===== config.mk =====
export PLATFORM = sky130hd
export DESIGN_NAME = pc_sequencer
export DESIGN_NICKNAME = d
export VERILOG_FILES = /design/src/rtl/pc_sequencer.sv
export SDC_FILE = /design/constraint.sdc
export NUM_CORES = 1
export LEC_CHECK = 0
export ABC_CLOCK_PERIOD_IN_PS = 2400
export CORE_MARGIN = 4
export CORE_UTILIZATION = 42
export CTS_CLUSTER_SIZE = 30
export DETAILED_ROUTE_END_ITERATION = 10
export PLACE_DENSITY_LB_ADDON = 0.25
export REMOVE_ABC_BUFFERS = 1
export SLEW_MARGIN = 20
export SYNTH_ARGS = -nofsm -noshare
export SYNTH_HDL_FRONTEND = slang
export SYNTH_SLANG_ARGS = --single-unit

===== constraint.sdc =====
create_clock -name clk -period 2.4 [get_ports clk]
set_input_delay 0.48 -clock clk [delete_from_list [all_inputs] [get_ports clk]]
set_output_delay 0.48 -clock clk [all_outputs]
set_load 0.02 [all_outputs]

===== src/rtl/pc_sequencer.sv =====
`default_nettype none
// ============================================================================
//  Module   : pc_sequencer
//  Brief    : Fetch/decode/execute sequencer that steers an external 8-bit PC
//             through hold, increment or load. Optional single-step control
//             is enabled by defining PCSEQ_STEP_EN.
//  Revision : 1.0  initial release
// ============================================================================
module pc_sequencer #(
  parameter int ALU_CYCLES = 1
) (
  input  logic       clk,
  input  logic       reset,
  input  logic [7:0] instr,
  input  logic       zflag,
  input  logic       cflag,
`ifdef PCSEQ_STEP_EN
  input  logic       run,
  input  logic       step,
`endif
  output logic       pc_en,
  output logic       PCincr,
  output logic [7:0] pc_data,
  output logic [3:0] alu_op,
  output logic       alu_en,
  output logic       halted,
  output logic [2:0] state
);

  typedef enum logic [2:0] {
    S_IDLE    = 3'd0,
    S_FETCH   = 3'd1,
    S_DECODE  = 3'd2,
    S_EXEC    = 3'd3,
    S_OPERAND = 3'd4,
    S_HALT    = 3'd5
  } state_t;

  localparam logic [3:0] C_CNT_INIT = 4'(ALU_CYCLES - 1);
  localparam logic [3:0] C_OP_JMP   = 4'hC;
  localparam logic [3:0] C_OP_JZ    = 4'hD;
  localparam logic [3:0] C_OP_JC    = 4'hE;
  localparam logic [3:0] C_OP_HALT  = 4'hF;

  state_t     r_state;
  // Only the opcode nibble of the instruction register is ever consumed.
  logic [3:0] r_ir;
  logic [3:0] r_cnt;
  logic       w_go;
  logic       w_taken;

`ifdef PCSEQ_STEP_EN
  logic r_step_d;

  always_ff @(posedge clk or posedge reset) begin
    if (reset) begin
      r_step_d <= 1'b0;
    end else begin
      r_step_d <= step;
    end
  end

  assign w_go = run | (step & ~r_step_d);
`else
  assign w_go = 1'b1;
`endif

  assign w_taken = (r_ir == C_OP_JMP) |
                   ((r_ir == C_OP_JZ) & zflag) |
                   ((r_ir == C_OP_JC) & cflag);

  always_ff @(posedge clk or posedge reset) begin
    if (reset) begin
      r_state <= S_IDLE;
      r_ir    <= 4'h0;
      r_cnt   <= 4'h0;
    end else begin
      case (r_state)
        S_IDLE: r_state <= S_FETCH;
        S_FETCH: begin
          if (w_go) begin
            r_ir    <= instr[7:4];
            r_state <= S_DECODE;
          end
        end
        S_DECODE: begin
          if (r_ir <= 4'hB) begin
            r_cnt   <= C_CNT_INIT;
            r_state <= S_EXEC;
          end else if (r_ir == C_OP_HALT) begin
            r_state <= S_HALT;
          end else begin
            r_state <= S_OPERAND;
          end
        end
        S_EXEC: begin
          if (r_cnt != 4'h0) begin
            r_cnt <= r_cnt - 4'h1;
          end else begin
            r_state <= S_FETCH;
          end
        end
        S_OPERAND: r_state <= S_FETCH;
        S_HALT:    r_state <= S_HALT;
        default:   r_state <= S_IDLE;
      endcase
    end
  end

  // Moore decode of the state register; only OPERAND looks at the flags.
  always_comb begin
    pc_en  = 1'b0;
    PCincr = 1'b1;
    alu_en = 1'b0;
    halted = 1'b0;
    case (r_state)
      S_FETCH:   pc_en = w_go;
      S_EXEC:    alu_en = 1'b1;
      S_OPERAND: begin
        pc_en  = 1'b1;
        PCincr = ~w_taken;
      end
      S_HALT:    halted = 1'b1;
      default:   ;
    endcase
  end

  assign pc_data = instr;
  assign alu_op  = r_ir;
  assign state   = r_state;

endmodule
`default_nettype wire

==> impl_metrics.toml <==
[synth]
synthXorXnorAreaFrac_pct = 1.36
synthMuxAreaShare_pct = 10.3
synth_compound_area_share_pct = 9.36
ys_ff_latch = 11
synth_top_family_by_area = "simple AND/OR/NAND/NOR gates"
synthAdderAreaFrac_pct = 3.90
yosys.area.top_type = "dfrtp_1"
synth_warnings = 0
netlist-cell-type-count = 27
ys_seq_area_share_pct = 42.9
netlist_area_um2 = 642
synth.top_cell.area_share_pct = 42.9
yosys-top-cells-area = "dfrtp_1 43%, buf_4 9.4%, mux2_2 7.0%"
syn_avg_cell_area_um2 = 10.4
synthSimpleGateAreaFrac_pct = 19.3
syn_inst = 62

[placed_design]
hpwl_um = 946
placedCellCount = 91
place.port_buffers = 22
dp_slack_ns = 0.173
gp_congestion = 0.837

[worst_setup_path]
regToRegSetupSlack_ns = 0.76
crit_slowest_cell = "clkdlybuf4s50_1"
crit_arrival_ns = 1.76
worstSetupStartpointType = "register"
cp-end-kind = "output pin"
r2r-end = "r_cnt[1]"
crit_path_end = "alu_en"
r2r_cells = 5
cpPeakStageDelay_ns = 0.60
critPathMaxFanout = 8
critPathKind = "register to output pin"
path_cells = "nand3b_1, inv_1, clkdlybuf4s50_1"
cp.required_ns = 1.92
cp-startpoint = "state[2]"
r2r_start = "r_cnt[0]"

[clock_network]
cts_max_path_buffers = 2
cts_tree = "done"
cts-root-buf = "clkbuf_4"
cts.hold.buffers_added = 0
cts_max_level = 1
cts_inserted_buffers = 3
clkLatencyLatePin_ns = 0.26
cts_resized = 0
cts_sinks = 11
post_cts_buffers = 0
clk_pin_slew_worst_paths_ns = 0.07

[die]
row_count = 13
initial_core_util_pct = 47.0
die_h_um = 47.1
die_w_um = 47.1
dieArea_mm2 = 0.00222
top_level_ports = 31
core_mm2 = 0.00137

[outcome]
outcome = "completed"

[layout]
final_util_pct = 62.0
drive_gt1_share_pct = 13.8
final_cell_mix = "22 x clkdlybuf4s50_1, 11 x dfrtp_1, 6 x inv_1, 4 x mux2_2"
antenna-diode-count = 0
syn2layout_area_growth_pct = 32.0
layout.nets = 95
final_common_cell = "clkdlybuf4s50_1"
fin_cells = 95

[drt]
vias = 506
antenna_left = 0
wirelength_mm = 1.30
first_pass_iters = 1
drt-initial-drc-count = 0
drc = 0
vias_per_cell = 5.33
wl_per_cell_um = 13.7

[power_and_ir_drop]
power_density_mw_per_mm2 = 1370
p_total_w = 0.00116
peakVddDrop_mv = 0.825
cellLeakagePower_nw = 0.371

[sta]
relSlewSlack_pct = 69.7
tightest_slew_ns = 0.453
fmaxAchievable_mhz = 447
report.final.hold_viol_count = 0
tns_ns = 0
fin_skew_ns = 0.00263
worst_slack_ns = 0.162
finalCritPeriodShare_pct = 93.2
drv_slew = 0
finalCriticalPeriod_ns = 2.24
setup_viol = 0
rsz0062_at_grt = "no"

[grt]
grt_use_total_pct = 13.0
antenna_found_initial = 0
grt_pass1_wl_mm = 1.99
grt_max_degree = 12
grt_overflow = 0
grt_pass1_vias = 479

[flow_run]
max_cap_violations = 0

[worst_hold_path]
hold_path.class = "primary input to asynchronous set/reset pin"
[through the flow]
stage,cell area [um2],hold slack (ns)
final,847,0.508
after global routing,847,0.552
after CTS,847,0.520
after detailed placement,821,0.505
after global placement,821,0.496
after floorplan,582,0.332
[cells by family after synthesis]
group | count (synthesis)
AOI/OAI and AO/OA | 9
xor gates and xnor gates | 1
adders and majority gates | 2
buffers and inverters | 14
DFF | 11
muxes | 6
and+or+nand+nor | 19
[worst min-delay path by stage]
stage                        start         to  slack (ns)  cells after the start
after floorplan              reset  alu_op[0]        0.33                      1
after global placement    r_cnt[2]   r_cnt[2]        0.50                      1
after detailed placement  r_cnt[1]   r_cnt[1]        0.50                      1
after CTS                    reset  alu_op[2]        0.52                      2
after global routing      r_cnt[2]   r_cnt[2]        0.55                      1
final                        reset  alu_op[1]        0.51                      2
[sequential cells by signal (all words and copies together) (netlist names)]
| signal | cells |
|---|---|
| r_cnt | 4 |
| alu_op | 4 |
| state | 3 |
[layout make-up]
cell class                      instances  area [um2]
Inverter                                6        22.5
Clock buffer                            4        26.3
Timing Repair Buffer                   22         220
Fill cell                             121         519
Sequential cell                        11         275
Tap cell                               15        18.8
Multi-Input combinational cell         37         284
[Yosys cell counts]
master and instances:
mux2_1 1, and3b_1 1, or3b_1 1, xnor2_1 1, nor2b_1 2, nor3b_1 2, a21oi_1 2, nand3_1 1
nor3b_2 1, nand2_1 1, mux2_2 4, dfrtp_1 11, inv_1 6, and2_1 2, or2_2 1, nor2_1 3
o22ai_1 1, ha_1 2, a21o_1 1, nand3b_1 1, mux2i_1 1, buf_4 8, a31o_2 1, o21ai_0 3
o22ai_2 1, or3_1 2, or4_1 1
[worst max-delay path, delay by kind of cell (launching register included)]
kind | cells | cell delay [ns]
buffers and inverters | 2 | 0.70
DFF | 1 | 0.47
and+or+nand+nor | 1 | 0.33
[per-layer routing]
layer	GRT usage (%)	routed length, um	vias to the layer above
met4	4.97	14	0
met2	20.1	599	19
li1	-	-	244
met5	0	0	-
met1	16.3	630	241
met3	5.36	59	2
[power by group]
group	internal, W	switching [W]
registers	0.000273	0.000102
logic	0.000347	0.000312
clock network	0.0000642	0.0000610
Note: power is estimated with default switching activity, not from simulation.
